==> src/rtl/miner_work_scheduler.sv <==
// ---------------------------------------------------------------------------
// miner_work_scheduler
//
// Hands one block-header job at a time to an array of NUM_CORES sha256 miner
// cores. The 32-bit nonce space is split evenly: core i starts scanning at
// i << (32 - log2(NUM_CORES)). Golden nonces from the cores land in a
// per-core one-entry pending register. A round-robin arbiter moves one
// pending entry per cycle into a show-ahead result FIFO, tagged with the
// job's work_id.
//
// Handshakes (valid/ready): a transfer happens on a rising clk edge where
// both valid and ready are high. The producer holds valid and its payload
// steady until that edge. Ready never depends combinationally on valid.
//   work_valid/work_ready : host -> scheduler job; ready only in IDLE
//   res_valid/res_ready   : scheduler -> host result; res_* show the FIFO head
//
// Ports
//   clk, rst_n                  clock, asynchronous active-low reset
//   work_valid/ready/midstate/data/id   host job interface
//   abort                       pulse: cancel the running job
//   core_midstate, core_data    registered job payload, shared by all cores
//   core_start, core_abort      one-cycle pulses to the cores
//   core_base                   constant base nonce per core, [32i+:32]
//   core_found, core_nonce      golden-nonce pulse and value per core
//   core_done                   level: core has exhausted its range
//   res_valid/ready/nonce/id    result FIFO head and pop
//   busy                        job in progress (state != IDLE)
//   overflow                    sticky: a found nonce was dropped
//   state_dbg                   current FSM state (IDLE=0 LOAD=1 RUN=2 DRAIN=3)
// ---------------------------------------------------------------------------
module miner_work_scheduler #(
    parameter int NUM_CORES = 4,
    parameter int RES_DEPTH = 8
) (
    input  logic                      clk,
    input  logic                      rst_n,
    input  logic                      work_valid,
    output logic                      work_ready,
    input  logic [255:0]              work_midstate,
    input  logic [95:0]               work_data,
    input  logic [7:0]                work_id,
    input  logic                      abort,
    output logic [255:0]              core_midstate,
    output logic [95:0]               core_data,
    output logic                      core_start,
    output logic                      core_abort,
    output logic [32*NUM_CORES-1:0]   core_base,
    input  logic [NUM_CORES-1:0]      core_found,
    input  logic [32*NUM_CORES-1:0]   core_nonce,
    input  logic [NUM_CORES-1:0]      core_done,
    output logic                      res_valid,
    input  logic                      res_ready,
    output logic [31:0]               res_nonce,
    output logic [7:0]                res_id,
    output logic                      busy,
    output logic                      overflow,
    output logic [1:0]                state_dbg
);

    localparam int NB         = $clog2(NUM_CORES);
    localparam int CW         = (NB == 0) ? 1 : NB;
    localparam int BASE_SHIFT = 32 - NB;
    localparam int AW         = $clog2(RES_DEPTH);
    localparam int PW         = AW + 1;

    typedef enum logic [1:0] {
        S_IDLE  = 2'd0,
        S_LOAD  = 2'd1,
        S_RUN   = 2'd2,
        S_DRAIN = 2'd3
    } state_t;

    state_t state, state_nxt;

    logic [7:0]           cur_id;
    logic                 run_seen;     // high from the 2nd RUN cycle on
    logic                 capture_en;
    logic                 abort_take;   // abort that actually cancels a job
    logic [NUM_CORES-1:0] found_cap;

    logic [NUM_CORES-1:0] pend_valid;
    logic [31:0]          pend_nonce [NUM_CORES];

    logic [CW-1:0]        rr_ptr;       // last granted core
    logic [CW-1:0]        gnt_idx;
    logic [CW-1:0]        cand;
    logic                 gnt_any;
    logic [NUM_CORES-1:0] grant;
    logic                 can_push;

    logic [39:0]          fifo_mem [RES_DEPTH];
    logic [PW-1:0]        wr_ptr, rd_ptr;
    logic                 fifo_full, fifo_empty, fifo_pop;

    // ---------------- nonce split ----------------
    for (genvar g = 0; g < NUM_CORES; g++) begin : g_base
        assign core_base[32*g +: 32] = 32'(g) << BASE_SHIFT;
    end

    // ---------------- FSM: state register ----------------
    always_ff @(posedge clk or negedge rst_n) begin
        if (!rst_n) state <= S_IDLE;
        else        state <= state_nxt;
    end

    // ---------------- FSM: next state ----------------
    always_comb begin
        state_nxt = state;
        case (state)
            S_IDLE:  if (work_valid) state_nxt = S_LOAD;
            S_LOAD:  state_nxt = S_RUN;
            S_RUN: begin
                if (abort)                        state_nxt = S_IDLE;
                else if (run_seen && &core_done)  state_nxt = S_DRAIN;
            end
            S_DRAIN: begin
                // A capture arriving in the same cycle keeps us here so the
                // entry is not stranded after the job is closed.
                if (abort)                                         state_nxt = S_IDLE;
                else if (pend_valid == '0 && found_cap == '0)      state_nxt = S_IDLE;
            end
            default: state_nxt = S_IDLE;
        endcase
    end

    // ---------------- FSM: outputs ----------------
    always_comb begin
        work_ready = (state == S_IDLE);
        busy       = (state != S_IDLE);
        core_start = (state == S_LOAD);
        state_dbg  = state;
    end

    assign capture_en = (state == S_RUN) || (state == S_DRAIN);
    assign abort_take = abort && capture_en;
    assign found_cap  = core_found & {NUM_CORES{capture_en}};

    // ---------------- job latch, run tracking, core_abort ----------------
    always_ff @(posedge clk or negedge rst_n) begin
        if (!rst_n) begin
            core_midstate <= '0;
            core_data     <= '0;
            cur_id        <= '0;
            run_seen      <= 1'b0;
            core_abort    <= 1'b0;
        end else begin
            if (state == S_IDLE && work_valid) begin
                core_midstate <= work_midstate;
                core_data     <= work_data;
                cur_id        <= work_id;
            end
            run_seen   <= (state == S_RUN);
            core_abort <= (state == S_RUN) && abort;
        end
    end

    // ---------------- round-robin arbiter ----------------
    // A pop in the same cycle frees a slot, so a full FIFO still accepts.
    assign can_push = !fifo_full || res_ready;

    always_comb begin
        gnt_any = 1'b0;
        gnt_idx = rr_ptr;
        cand    = '0;
        grant   = '0;
        for (int k = 1; k <= NUM_CORES; k++) begin
            // NUM_CORES is a power of two, so truncation to CW bits is the wrap.
            cand = (NUM_CORES == 1) ? '0 : CW'(int'(rr_ptr) + k);
            if (!gnt_any && can_push && pend_valid[cand]) begin
                gnt_any = 1'b1;
                gnt_idx = cand;
            end
        end
        if (gnt_any) grant[gnt_idx] = 1'b1;
    end

    // ---------------- pending registers, overflow, rr pointer ----------------
    always_ff @(posedge clk or negedge rst_n) begin
        if (!rst_n) begin
            pend_valid <= '0;
            overflow   <= 1'b0;
            rr_ptr     <= '0;
            for (int i = 0; i < NUM_CORES; i++) pend_nonce[i] <= '0;
        end else begin
            if (gnt_any) rr_ptr <= gnt_idx;
            for (int i = 0; i < NUM_CORES; i++) begin
                if (abort_take) begin
                    pend_valid[i] <= 1'b0;
                end else if (found_cap[i]) begin
                    // Slot is free, or is being emptied by this cycle's grant.
                    if (!pend_valid[i] || grant[i]) begin
                        pend_valid[i] <= 1'b1;
                        pend_nonce[i] <= core_nonce[32*i +: 32];
                    end else begin
                        overflow <= 1'b1;
                    end
                end else if (grant[i]) begin
                    pend_valid[i] <= 1'b0;
                end
            end
        end
    end

    // ---------------- result FIFO (show-ahead) ----------------
    assign fifo_empty = (wr_ptr == rd_ptr);
    assign fifo_full  = (wr_ptr[AW] != rd_ptr[AW]) &&
                        (wr_ptr[AW-1:0] == rd_ptr[AW-1:0]);
    assign fifo_pop   = res_ready && !fifo_empty;

    always_ff @(posedge clk or negedge rst_n) begin
        if (!rst_n) begin
            wr_ptr <= '0;
            rd_ptr <= '0;
            for (int i = 0; i < RES_DEPTH; i++) fifo_mem[i] <= '0;
        end else begin
            if (gnt_any) begin
                fifo_mem[wr_ptr[AW-1:0]] <= {pend_nonce[gnt_idx], cur_id};
                wr_ptr <= wr_ptr + PW'(1);
            end
            if (fifo_pop) rd_ptr <= rd_ptr + PW'(1);
        end
    end

    assign res_valid = !fifo_empty;
    assign res_nonce = fifo_mem[rd_ptr[AW-1:0]][39:8];
    assign res_id    = fifo_mem[rd_ptr[AW-1:0]][7:0];

endmodule

==> config.mk <==
export PLATFORM = sky130hd
export DESIGN_NAME = miner_work_scheduler
export DESIGN_NICKNAME = d
export VERILOG_FILES = /design/src/rtl/miner_work_scheduler.sv
export SDC_FILE = /design/constraint.sdc
export NUM_CORES = 1
export LEC_CHECK = 0
export CORE_AREA = 2 2 406 408
export DETAILED_ROUTE_END_ITERATION = 10
export DIE_AREA = 0 0 408 410
export PLACE_DENSITY = 0.53
export SLEW_MARGIN = 20
export SYNTH_ARGS = -nofsm -noshare
export SYNTH_HDL_FRONTEND = slang
export SYNTH_SLANG_ARGS = --single-unit
==> constraint.sdc <==
create_clock -name clk -period 8 [get_ports clk]
set_input_delay 1.6 -clock clk [delete_from_list [all_inputs] [get_ports clk]]
set_output_delay 1.6 -clock clk [all_outputs]
set_load 0.01 [all_outputs]
# After elaboration in Yosys (flattened, before gate mapping)
# Index checks and enable logic that the tools add are counted.
op_classes:
  addsub: 6
  n_eq_ne: 13
  bitwise_logic: 5
  mux: 62
  n_reduce_logical: 49
  magnitude_cmp: 10
op_table:
  columns: ["op", "count"]
  rows:
  - ["$bwmux W320", 1]
  - ["$bmux W40 S3", 1]
  - ["$demux W40 S3", 1]
  - ["$mux W40", 3]
  - ["$bmux W32 S2", 1]
  - ["$mux W32", 2]
  - ["$mux W1", 37]
  - ["$mux W2", 9]
  - ["$logic_and A1 B1 Y1", 16]
  - ["$lt A2 B3 Y1 const B", 5]
  - ["$reduce_and A3 Y1", 5]
  - ["$ne A3 B2 Y1 const B", 4]
  - ["$reduce_bool A3 Y1", 4]
  - ["$logic_not A1 Y1", 9]
  - ["$add A4 B1 Y4 const B", 2]
  - ["$bmux W1 S2", 4]
  - ["$ge A4 B4 Y1 const B", 2]
  - ["$logic_not A4 Y1", 2]
  - ["$not A3 Y4", 2]
  - ["$pmux W2 S4", 1]
  - ["$reduce_and A2 Y1", 4]
  - ["$logic_or A1 B1 Y1", 6]
  - ["$ne A3 B3 Y1 const B", 2]
  - ["$add A2 B1 Y2 const B", 2]
  - ["other kinds (18)", 20]
totals:
  input_bits: 501
  elab_cells: 171
  output_inout_bits: 528
  reg_bits: 827

# Logic depth before layout (Yosys ltp)
# Gate-level depths: netlist (run 1).
logic_depth:
  depth_word: 36
  mapped_depth: 11
  ltp_nobuf: 7

# Least setup slack after synthesis (run 1)
# Ideal clock, no wire load.
synth_path:
  kind: "register to output"
  from: "reg rd_ptr[0]"
  to: "out res_nonce[0]"
  t_arrival_ns: 2.084
  path_buffers: 2
  path_slack_ns: 4.316
  stages_incl_launch_ff: 5
  required_time_ns: 6.400
  cell_sequence: "dfrtp_1 clkbuf_1 buf_1 mux4_2 mux2_2"
synth_via:
  elab_chain_cells: 4
synth_lines:
  columns: ["element", "line", "rtl"]
  rows:
  - ["from (decl)", "92", "logic [PW-1:0] wr_ptr, rd_ptr;"]
  - ["from (signal assigned)", "220", "if (fifo_pop) rd_ptr <= rd_ptr + PW'(1);"]
  - ["$not A3 Y4 (implied by the code)", "225", "assign res_nonce = fifo_mem[rd_ptr[AW-1:0]][39:8];"]
  - ["$bmux W40 S3", "225", null]
  - ["$mux W40 (2 in series)", null, null]
  - ["to (decl)", "53", "output logic [31:0] res_nonce,"]
# Every way passes these cells. The select of a mux whose other input is x is not followed.

# Final worst setup path (run 1)
layout_path:
  from: "reg rd_ptr[0]"
  to: "out res_valid"
layout_via:
  elab_chain_cells: 2
layout_lines:
  columns: ["element", "line", "rtl"]
  rows:
  - ["$eq A4 B4 Y1", "205", "assign fifo_empty = (wr_ptr == rd_ptr);"]
  - ["$logic_not A1 Y1", "224", "assign res_valid = !fifo_empty;"]
  - ["to (decl)", "51", "output logic res_valid,"]
# Every way passes these cells.

==> impl_metrics.py, run 1 <==
metrics = {
    "run_status": {
        "outcome": "finished, final reports clean",
    },
    "route": {
        "wire_per_inst_um": 28.8,
        "drtIter0Drc": 1710,
        "vias": 25500,
        "drc": 0,
        "drt-total-wl_um": 162000,
        "wl_met2_um": 78800,
        "met1_length_um": 60400,
        "ant_nets": 0,
        "drt-pass1-iter-count": 5,
        "top_layer": "met5",
        "wl_met3_um": 19800,
        "post_drt_via_cell_ratio": 4.53,
    },
    "grt": {
        "track_usage_pct": 18.9,
        "antenna_found_initial": 82,
        "grt_pass1_vias": 26100,
        "overflow": 0,
        "grt_max_degree": 161,
        "grt_pass1_wl_um": 222000,
    },
    "clocking": {
        "path_clk_slew_ns": 0.06,
        "cts_root_buf": "clkbuf_16",
        "clkSinkCount": 827,
        "post_cts_buffers": 0,
        "post_cts_resized": 0,
        "clock_latency_ns": 0.72,
        "holdBufCountCts": 0,
        "tritoncts": "built",
        "htree_levels": 3,
        "cts_buffer_depth": 3,
        "cts_buffers": 100,
    },
    "floorplanning": {
        "fp.coreArea_mm2": 0.163,
        "row_count": 149,
        "ios": 1029,
        "die_h_um": 410,
        "start_util_pct": 22.5,
        "dieArea_mm2": 0.167,
        "die_x_um": 408,
    },
    "sta": {
        "period_minus_slack_ns": 5.53,
        "grt_setup_unrepaired": "false",
        "fmax_ghz": 0.181,
        "holdWs_ns": 0.484,
        "fin_tns_setup_ns": 0,
        "final_hold_viol_count": 0,
        "setup_viol_count_final": 0,
        "period_share_pct": 69.1,
        "max_slew_margin_pct": 24.7,
        "clock_skew_ns": 0.0578,
        "tightest_slew_ns": 1.13,
        "fin_ws_ns": 2.47,
        "maxSlewViolCount": 0,
    },
    "placed_design": {
        "dp_hpwl_um": 119000,
        "gp_congestion": 0.825,
        "place_ws_ns": 2.65,
        "port_buffers": 900,
        "placed_area_mm2": 0.0476,
    },
    "critical_path": {
        "reg2reg_from": "rd_ptr[0]$_DFFE_PN0P_",
        "cp_top_family": "buffers and inverters",
        "critPathKind": "reg -> out",
        "critPathLaunchType": "flip-flop",
        "crit_chain": "buf_4 > xor2_1 > nor3_4 > nand2_1 > clkdlybuf4s50_1",
        "worst_ep_arrival_time_ns": 3.93,
        "path_buf_inv": 2,
        "max_stage_delay_ns": 1.06,
        "rrSetupSlack_ns": 3.11,
        "endpoint_kind": "output port",
        "rr_worst_depth": 8,
        "cp_slowest_cell": "dfrtp_4",
        "required_ns": 6.40,
        "rr_endpoint": "fifo_mem[128]$_DFFE_PN0P_",
        "crit_fanout": 43,
    },
    "synth": {
        "ys_types": 58,
        "synth-edff-count": 0,
        "ys_warn_count": 0,
        "synth_ff_type": "dfrtp_1",
        "synth_seq_cells": 827,
        "netlist_area_mm2": 0.0368,
        "netlist_instances": 2507,
        "syn_area_per_cell_um2": 14.7,
        "yosysSeqAreaShare_pct": 56.2,
        "async_reset_ff_share_pct": 100,
    },
    "run": {
        "drv_cap": 0,
    },
    "cells_and_area": {
        "final_common_cell": "clkdlybuf4s50_1",
        "drive_gt1_share_pct": 28.8,
        "final_cell_mix": "clkdlybuf4s50_1, dfrtp_1, mux2_2",
        "final_core_util_pct": 31.3,
        "fin_area_mm2": 0.0512,
        "fillCellCount": 16400,
        "nets": 3860,
        "final-seq-area_mm2": 0.0207,
        "area_delta_synth_final_pct": 39.0,
        "multi_input_area_mm2": 0.0148,
    },
    "power_and_ir_drop": {
        "cellLeakagePower_nw": 20.6,
        "powerDensity_mw_per_mm2": 483,
        "peakVddDrop_mv": 0.332,
    },
    "hold_path": {
        "hp-class": "reg -> reg",
        "hold_start": "fifo_mem[230]$_DFFE_PN0P_",
        "hold_depth": 2,
        "min_to": "fifo_mem[230]$_DFFE_PN0P_",
    },
}
-- synthesized netlist by cell type, types with 14 or more instances --
| cell | number | area share, % |
|---|---|---|
| o221ai_2 | 31 | 1.3 |
| mux2i_2 | 14 | 0.52 |
| buf_6 | 18 | 0.55 |
| clkbuf_1 | 108 | 1.1 |
| mux2i_4 | 49 | 3.0 |
| mux2_4 | 40 | 1.6 |
| mux2_1 | 15 | 0.46 |
| buf_2 | 28 | 0.38 |
| buf_4 | 130 | 2.7 |
| mux2_2 | 539 | 16 |
| nand2_1 | 273 | 2.8 |
| o221ai_1 | 226 | 5.4 |
| dfrtp_1 | 827 | 56 |
| mux4_2 | 80 | 4.9 |
-- area by class of cell --
| type | instances | area share [%] |
|---|---|---|
| flip-flops and latches | 827 | 40.5 |
| multi-input cells | 1496 | 29.0 |
| repair buffers | 925 | 18.2 |
| clock buffers | 148 | 5.75 |
| well taps | 2189 | 5.35 |
| clock inverters | 39 | 1.20 |
| inverters | 7 | 0.0513 |
| diodes | 5 | 0.0244 |
-- flip-flops by register name (all words and copies together), names as in the netlist --
signal	flops
rr_ptr	2
state_dbg	2
rd_ptr	4
overflow	1
cur_id	8
run_seen	1
core_abort	1
pend_nonce	128
wr_ptr	4
core_data	96
fifo_mem	320
pend_valid	4
core_midstate	256
-- cell families (layout without fill, tap and decap cells) --
family	after synthesis	after routing	synth area share (%)
AND/OR/NAND/NOR	329	329	3.77
XOR/XNOR	10	10	0.238
AO/OA/AOI/OAI	288	288	7.50
flip-flops	827	827	56.2
buffers and inverters	310	1119	5.16
other	2	133	0.0204
adder cells (fa/ha/maj)	2	2	0.0680
multiplexers	739	739	27.0
-- worst register-to-register path: cells and delay by family (launching register included) --
family	cells	cell delay (ns)
muxes	1	0.70
DFF	1	1.06
AOI/OAI and AO/OA	3	1.37
xor gates and xnor gates	1	0.29
and+or+nand+nor	1	0.13
buffers and inverters	2	1.14
-- worst max-delay path by stage --
stage                                      from                   endpoint  slack [ns]  cells past startpoint
after floorplan           rd_ptr[0]$_DFFE_PN0P_               res_nonce[0]        4.32                      4
after global placement                res_ready  fifo_mem[288]$_DFFE_PN0P_        2.74                      7
after detailed placement              res_ready  fifo_mem[128]$_DFFE_PN0P_        2.65                      7
after CTS                 rd_ptr[0]$_DFFE_PN0P_                  res_valid        2.28                      5
after global routing      rd_ptr[0]$_DFFE_PN0P_                  res_valid        2.17                      5
final                     rd_ptr[0]$_DFFE_PN0P_                  res_valid        2.47                      5
-- per-stage QoR --
step                      power (mW)  cells
final                           24.7   5636
after global routing            26.0   5631
after CTS                       25.0   5631
after detailed placement        19.9   5444
after global placement          19.8   5444
after floorplan                 14.3   2633
-- layer usage --
metal	track usage, %	vias to the layer above
met4	3.38	18
li1	-	10800
met3	9.23	278
met2	31.5	1140
met5	0	-
met1	22.0	13300
-- power breakdown --
part           internal [mW]  leakage [nW]  switching (mW)  total [mW]
Combinational           5.86          8.91            6.04        11.9
Clock                   2.92          1.73            1.99        4.92
Sequential              6.27          10.0            1.63        7.90
Total                   15.1          20.6            9.67        24.7
Power figures use the tool's default switching activity.
==> inputs of run 2 (changes only) <==
==> constraint.sdc (replaced) <==
create_clock -name clk -period 5.6 [get_ports clk]
set_input_delay 1.12 -clock clk [delete_from_list [all_inputs] [get_ports clk]]
set_output_delay 1.12 -clock clk [all_outputs]
set_load 0.01 [all_outputs]
==> run 2 against run 1 <==
Critical path depth shrank 1; via count grew 0.63%; highest routed layer unchanged; critical endpoint is now res_nonce[11]; clock skew shrank 0.019 ns; clock power grew 37%; global-route usage grew 0.18 points; combinational power grew 46%; core utilization is essentially flat; total power grew 42%; cell area grew 0.15%; critical path type unchanged.
==> impl_metrics.py, run 2 (synthesis results as in run 1) <==
metrics = {
    "route": {
        "drc": 0,
        "wire_per_inst_um": 28.8,
        "post_drt_via_cell_ratio": 4.54,
        "drt-total-wl_um": 163000,
        "drt-pass1-iter-count": 6,
        "vias": 25700,
        "drtIter0Drc": 2004,
        "ant_nets": 0,
    },
    "cells_and_area": {
        "largest_reg_flops": 320,
        "nets": 3884,
        "regMostFlops": "fifo_mem",
        "final_common_cell": "clkdlybuf4s50_1",
        "top_regs": "fifo_mem: 320 flops, core_midstate: 256 flops, pend_nonce: 128 flops",
        "fin_area_mm2": 0.0513,
        "drive_gt1_share_pct": 29.2,
        "fillCellCount": 16400,
        "area_delta_synth_final_pct": 39.2,
        "final_cell_mix": "clkdlybuf4s50_1, dfrtp_1, mux2_2",
    },
    "clocking": {
        "cts_buffers": 100,
        "holdBufCountCts": 0,
        "htree_levels": 3,
        "clkSinkCount": 827,
        "clock_latency_ns": 0.71,
        "post_cts_buffers": 0,
        "cts_buffer_depth": 3,
        "tritoncts": "built",
        "path_clk_slew_ns": 0.06,
        "cts_root_buf": "clkbuf_16",
        "post_cts_resized": 0,
    },
    "critical_path": {
        "endpoint_kind": "output port",
        "required_ns": 4.48,
        "critPathKind": "reg -> out",
        "critPathLaunchType": "flip-flop",
        "reg2reg_from": "rd_ptr[1]$_DFFE_PN0P_",
        "rrSetupSlack_ns": 1.72,
        "rr_endpoint": "fifo_mem[248]$_DFFE_PN0P_",
        "worst_ep_arrival_time_ns": 3.69,
        "crit_fanout": 47,
        "rr_worst_depth": 8,
    },
    "sta": {
        "setup_viol_count_final": 0,
        "max_slew_margin_pct": 23.3,
        "grt_setup_unrepaired": "false",
        "tightest_slew_ns": 1.15,
        "period_share_pct": 86.0,
        "final_hold_viol_count": 0,
        "clock_skew_ns": 0.0393,
        "maxSlewViolCount": 0,
        "holdWs_ns": 0.464,
        "fin_tns_setup_ns": 0,
        "fmax_ghz": 0.208,
        "period_minus_slack_ns": 4.81,
    },
    "grt": {
        "track_usage_pct": 19.1,
        "overflow": 0,
        "grt_pass1_wl_um": 225000,
        "grt_pass1_vias": 26700,
        "antenna_found_initial": 82,
        "grt_max_degree": 166,
    },
    "power_and_ir_drop": {
        "p_int_mw": 21.4,
        "powerDensity_mw_per_mm2": 685,
        "power.share.clock_pct": 19.2,
        "power.switching_mw": 13.8,
        "combPwrFrac_pct": 49.4,
        "cellLeakagePower_nw": 20.7,
        "power_frac_seq_pct": 31.4,
        "switching_share_pct": 39.2,
        "peakVddDrop_mv": 0.330,
    },
    "floorplanning": {
        "start_util_pct": 22.5,
        "dieArea_mm2": 0.167,
        "fp.coreArea_mm2": 0.163,
        "die_x_um": 408,
        "die_h_um": 410,
        "ios": 1029,
        "row_count": 149,
    },
    "run_status": {
        "outcome": "finished, final reports clean",
    },
    "placed_design": {
        "placed_area_mm2": 0.0478,
        "dp_hpwl_um": 120000,
        "gp_congestion": 0.830,
        "port_buffers": 900,
    },
    "hold_path": {
        "hp-class": "in -> async",
    },
    "run": {
        "drv_cap": 0,
    },
}
run 2: area by class of cell:
cell class | count | area [um^2] | area share (%)
flip-flops and latches | 827 | 20700 | 40.4
multi-input cells | 1496 | 14800 | 28.9
repair buffers | 949 | 9570 | 18.7
clock buffers | 148 | 2990 | 5.83
well taps | 2189 | 2740 | 5.34
clock inverters | 35 | 382 | 0.745
diodes | 14 | 35.0 | 0.0684
inverters | 7 | 26.3 | 0.0513
run 2: power by group through the flow:
| stage | sequential [mW] | combinational [mW] | clock [mW] |
|---|---|---|---|
| floorplan | 11.1 | 9.36 | 0 |
| global placement | 11.0 | 17.4 | 0 |
| detailed placement | 11.1 | 17.5 | 0 |
| CTS | 11.0 | 17.6 | 6.94 |
| global route | 11.4 | 18.5 | 7.18 |
| finish | 11.0 | 17.4 | 6.73 |
run 2: how the worst max path moves through the flow:
stage / cells after the start / to / slack [ns] / from
final: 4 / res_nonce[11] / 0.79 / rd_ptr[1]$_DFFE_PN0P_
after CTS: 4 / res_nonce[11] / 0.69 / rd_ptr[1]$_DFFE_PN0P_
after floorplan: 4 / res_nonce[0] / 2.40 / rd_ptr[0]$_DFFE_PN0P_
after global placement: 7 / fifo_mem[293]$_DFFE_PN0P_ / 1.24 / res_ready
after global routing: 4 / res_nonce[11] / 0.69 / rd_ptr[1]$_DFFE_PN0P_
after detailed placement: 6 / fifo_mem[193]$_DFFE_PN0P_ / 1.20 / res_ready
run 2: per-layer routing:
metal	vias to the layer above	wire length, um	GRT usage (%)
met5	-	102	0
met4	16	3890	3.62
met3	290	19800	9.57
met2	1131	78600	31.8
met1	13400	60600	22.0
li1	10900	-	-
run 2: worst max-delay path: stages, from the launching register on:
cell	delay, ns
dfrtp_4	0.85
buf_4	0.78
mux4_2	0.43
mux2_2	0.36
clkdlybuf4s50_1	0.51
run 2: through the flow:
step	std cells	power, mW	worst slack (ns)	util, %
2_1_floorplan	2633	20.4	2.40	-
3_3_place_gp	5468	28.4	1.24	29.3
3_5_place_dp	5468	28.6	1.20	29.3
4_1_cts	5651	35.6	0.694	31.3
5_1_grt	5652	37.1	0.692	31.3
6_report	5665	35.1	0.786	31.3
